--- src/rtl/control_sequencer.sv ---
// Three-cycle fetch/decode/execute sequencer owning the program counter.
// Optional build macro CALL_STACK_EN adds a 4-entry return stack for CALL/RET.
//
// state   | meaning
// FETCH   | PC presented to program ROM
// DECODE  | ROM data settles, IR loads on exit
// EXECUTE | instruction fields valid, PC updated on exit
// HALT    | stopped until rst
module control_sequencer (
    input  logic       clk,
    input  logic       rst,
    input  logic       stall,
    input  logic       zeroFlag,
    input  logic [1:0] instructionType,
    input  logic [2:0] instructionCode,
    input  logic [7:0] literalOrAddress,
    output logic [2:0] state,
    output logic [7:0] romAddress,
    output logic       halted,
    output logic       stackFault
);

    typedef enum logic [2:0] {
        FETCH   = 3'b000,
        DECODE  = 3'b001,
        EXECUTE = 3'b010,
        HALT    = 3'b011
    } state_t;

    state_t     state_q;
    logic [7:0] pc;
    logic [7:0] pc_inc;
    logic [7:0] pc_next;
    logic       go_halt;

    assign state      = state_q;
    assign romAddress = pc;
    assign pc_inc     = pc + 8'd1;

`ifdef CALL_STACK_EN
    logic [7:0] stack [0:3];
    logic [2:0] sp;
    logic [2:0] sp_m1;
    logic       push;
    logic       pop;
    logic       fault;
    logic       stack_fault_q;

    assign sp_m1      = sp - 3'd1;
    assign stackFault = stack_fault_q;
`else
    assign stackFault = 1'b0;
`endif

    always_comb begin
        pc_next = pc_inc;
        go_halt = 1'b0;
`ifdef CALL_STACK_EN
        push  = 1'b0;
        pop   = 1'b0;
        fault = 1'b0;
`endif
        if (instructionType == 2'b11) begin
            case (instructionCode)
                3'b000: pc_next = literalOrAddress;
                3'b001: if (zeroFlag)  pc_next = literalOrAddress;
                3'b010: if (!zeroFlag) pc_next = literalOrAddress;
`ifdef CALL_STACK_EN
                3'b011: begin
                    if (sp == 3'd4) fault = 1'b1;
                    else begin
                        push    = 1'b1;
                        pc_next = literalOrAddress;
                    end
                end
                3'b100: begin
                    if (sp == 3'd0) fault = 1'b1;
                    else begin
                        pop     = 1'b1;
                        pc_next = stack[sp_m1[1:0]];
                    end
                end
`endif
                3'b111: go_halt = 1'b1;
                default: pc_next = pc_inc;
            endcase
        end
`ifdef CALL_STACK_EN
        if (fault) go_halt = 1'b1;
`endif
    end

    always_ff @(posedge clk or posedge rst) begin
        if (rst) begin
            state_q <= FETCH;
            pc      <= 8'h00;
            halted  <= 1'b0;
`ifdef CALL_STACK_EN
            sp            <= 3'd0;
            stack_fault_q <= 1'b0;
            for (int i = 0; i < 4; i++) stack[i] <= 8'h00;
`endif
        end else if (!stall) begin
            case (state_q)
                FETCH:  state_q <= DECODE;
                DECODE: state_q <= EXECUTE;
                EXECUTE: begin
                    if (go_halt) begin
                        state_q <= HALT;
                        halted  <= 1'b1;
`ifdef CALL_STACK_EN
                        stack_fault_q <= fault;
`endif
                    end else begin
                        state_q <= FETCH;
                        pc      <= pc_next;
`ifdef CALL_STACK_EN
                        if (push) begin
                            stack[sp[1:0]] <= pc_inc;
                            sp             <= sp + 3'd1;
                        end else if (pop) begin
                            sp <= sp_m1;
                        end
`endif
                    end
                end
                HALT:    state_q <= HALT;
                default: state_q <= FETCH;
            endcase
        end
    end

endmodule

--- config.mk ---
export PLATFORM = sky130hd
export DESIGN_NAME = control_sequencer
export DESIGN_NICKNAME = d
export VERILOG_FILES = /design/src/rtl/control_sequencer.sv
export SDC_FILE = /design/constraint.sdc
export NUM_CORES = 1
export LEC_CHECK = 0
export ABC_CLOCK_PERIOD_IN_PS = 2620
export CAP_MARGIN = 20
export CORE_AREA = 2 2 43 45
export DETAILED_ROUTE_END_ITERATION = 7
export DIE_AREA = 0 0 45 47
export GPL_TIMING_DRIVEN = 0
export PLACE_DENSITY = 0.9
export SYNTH_ARGS = -nofsm -noshare
export SYNTH_HDL_FRONTEND = slang
export SYNTH_SLANG_ARGS = --single-unit
--- constraint.sdc ---
create_clock -name clk -period 2.62 [get_ports clk]
set_input_delay 0.393 -clock clk [delete_from_list [all_inputs] [get_ports clk]]
set_output_delay 0.393 -clock clk [all_outputs]
set_load 0.05 [all_outputs]
==> impl_results.md <==
* Status: complete, no violations
* Worst Setup End Kind: output pin
* Finished Cell Area at 1020 µm²
* Chip Height at 47 µm
* Static leakage at 0.448 nW
* Crit share post-route at 0.737
* H-tree levels at 1
* Global-route wire length before repair at 2600 µm
* Distinct cells, synth at 31
* Final Skew at 0.00149 ns
* Syn. warnings at 0
* DRT Wirelength at 1650 µm
* # setup viols final at 0
* Mapped Area at 697 µm²
* Remaining Overflow, GRT at 0
* Pins Over Slew Limit at 0
* Most common cell after layout, fill and taps aside: clkdlybuf4s50_1
* Most frequent cells in the layout: clkdlybuf4s50_1 (27), dfrtp_1 (11), nand2_1 (7), nand3_1 (6), a21oi_1 (6)
* Cts repair resizes at 0
* TNS Setup at 0 ns
* CP required at 2.23 ns
* Final hold vios at 0
* Worst path arrival time at 1.54 ns
* Num CTS Buffers at 3
* IO buf count at 27
* Sequential element share of the synthesized area at 0.395
* RSZ-0062 raised after global routing: false
* Setup Crit Path Kind: reg2out
* Max_cap viols at 0
* GR Util All Layers at 0.168
* Slew headroom at 0.593
* Initial antenna violation count at 0
* Clk_lat worst skew at 0.27 ns
* Vias in the first global route at 600
* # Post-CTS Setup Buffers at 0
* CTS clk-pin slew, worst paths at 0.07 ns
* # rows at 15
* Worst setup SP type: flop
* # DRC at 0
* Worst slew pin tran at 0.606 ns
* Worst Hold Class: in2async
* Worst-path cell with the longest stage delay: clkdlybuf4s50_1
* DR pass1 iterations at 4
* Antenna cells at 0
* CTS Buffer Depth at 2
* Sink Count at 11
* Die W at 45 µm
* Register bit total from synthesis at 11
* Tmin final at 1.93 ns
* CTS tree: done
* VDD IR-drop max at 0.582 mV
* Count of nets left with antenna violations after detail routing at 0
* Largest net degree at the start of global routing at 12
* DR vias at 683
* Area grow syn2layout at 46.1%
* # IOs at 30
* GPL Wtd Cong at 0.733
* Core area at 1650 µm²
* Syn Area/Cell at 9.29 µm²
* Post-DR wirelength/cell at 13.3 µm
* Layout cells sized above 1 at 0.103
* Synthesized instance count at 75
* Placed wire-length estimate at 1260 µm
* Via density at 5.51
* Hold buffers post-CTS at 0
* Achievable Freq at 0.518 GHz
* Nets at 126
* Root Driver: clkbuf_4
* Worst Path Max Fanout at 4
* Delay-heaviest family, CP: buffers and inverters
* Area after DPL at 992 µm²
* Die area at 2120 µm²
* Initial Util at 0.422
* CP cell instances: clkdlybuf4s50_1
* Utilization after layout at 0.617
* Iteration-0 DRC Markers at 17
* Pwr Density at 1130 nW/µm²
* Buf/Inv on CP at 1
* Total power at 1.15 mW
* Slowest Stage Delay on Critical Path at 0.84 ns
* R2R setup slack at 1.11 ns
[routing by layer]
layer | part of all wire | track usage | vias to the layer above
met5 | 0 | 0 | -
met4 | 0 | 0.0176 | 0
met3 | 0.086 | 0.0615 | 0
met2 | 0.49 | 0.283 | 32
met1 | 0.42 | 0.215 | 313
li1 | - | - | 338
[state kept, by name (all words and copies together), names as in the netlist]
signal and flops:
romAddress 8, halted 1, state 2
[synthesized netlist by cell type]
cell | count | area, µm²
a21o_1 | 1 | 7.51
a21oi_1 | 6 | 30.0
a22oi_1 | 2 | 15.0
a2bb2oi_1 | 2 | 17.5
a31oi_1 | 1 | 6.26
and3_1 | 2 | 12.5
buf_4 | 2 | 15.0
buf_6 | 1 | 11.3
conb_1 | 1 | 3.75
dfrtp_1 | 11 | 275
ha_1 | 1 | 12.5
inv_1 | 5 | 18.8
mux2_4 | 1 | 15.0
mux2i_1 | 4 | 40.0
nand2_1 | 7 | 26.3
nand2b_1 | 1 | 6.26
nand3_1 | 6 | 30.0
nor2_1 | 3 | 11.3
nor3_1 | 1 | 5.00
nor3b_4 | 1 | 18.8
o211ai_1 | 1 | 7.51
o21a_1 | 1 | 7.51
o21ai_0 | 5 | 25.0
o21ai_4 | 1 | 16.3
o22a_1 | 1 | 8.76
o22ai_1 | 2 | 12.5
o311ai_0 | 1 | 8.76
o31ai_1 | 1 | 7.51
or2_2 | 1 | 6.26
or3_4 | 1 | 11.3
or4_1 | 1 | 7.51
[final timing paths]
path                                 startpoint                   endpoint  cells after the start
max                        state[0]$_DFFE_PP0N_                   state[0]                      1
min                                         rst  romAddress[4]$_DFFE_PP0P_                      2
max reg2reg                state[1]$_DFFE_PP0N_  romAddress[2]$_DFFE_PP0P_                      4
min reg2reg                  halted$_DFFE_PP0P_         halted$_DFFE_PP0P_                      1
max in group asynchronous                   rst       state[0]$_DFFE_PP0N_                      2
min in group clk             halted$_DFFE_PP0P_         halted$_DFFE_PP0P_                      1
[report_power, final]
group	internal (mW)	switching (mW)
combinational	0.260	0.437
sequential	0.248	0.0899
clock	0.0590	0.0600
[through the flow]
step                worst slack (ns)  hold WS (ns)  instances
floorplan                      0.943         0.245         76
global placement               0.546         0.446        120
detailed placement             0.518         0.469        120
CTS                            0.671         0.436        124
global route                   0.639         0.474        124
finish                         0.690         0.430        124
[final cells by class]
class	instances	area, µm²
fillers	154	633
multi-input cells	57	380
flip-flops and latches	11	275
repair buffers	27	270
clock buffers	4	26.3
plain buffers	3	26.3
well taps	17	21.3
inverters	5	18.8
[kinds of logic (layout without fill, tap and decap cells)]
| family | count (synthesis) | count (layout) | synth area share |
|---|---|---|---|
| AOI/OAI and AO/OA | 25 | 25 | 0.244 |
| adders and majority gates | 1 | 1 | 0.0180 |
| buffers and inverters | 8 | 39 | 0.0646 |
| DFF | 11 | 11 | 0.395 |
| muxes | 5 | 5 | 0.0790 |
| other | 1 | 2 | 0.00538 |
| and+or+nand+nor | 24 | 24 | 0.194 |
(Power assumes the default switching activity.)
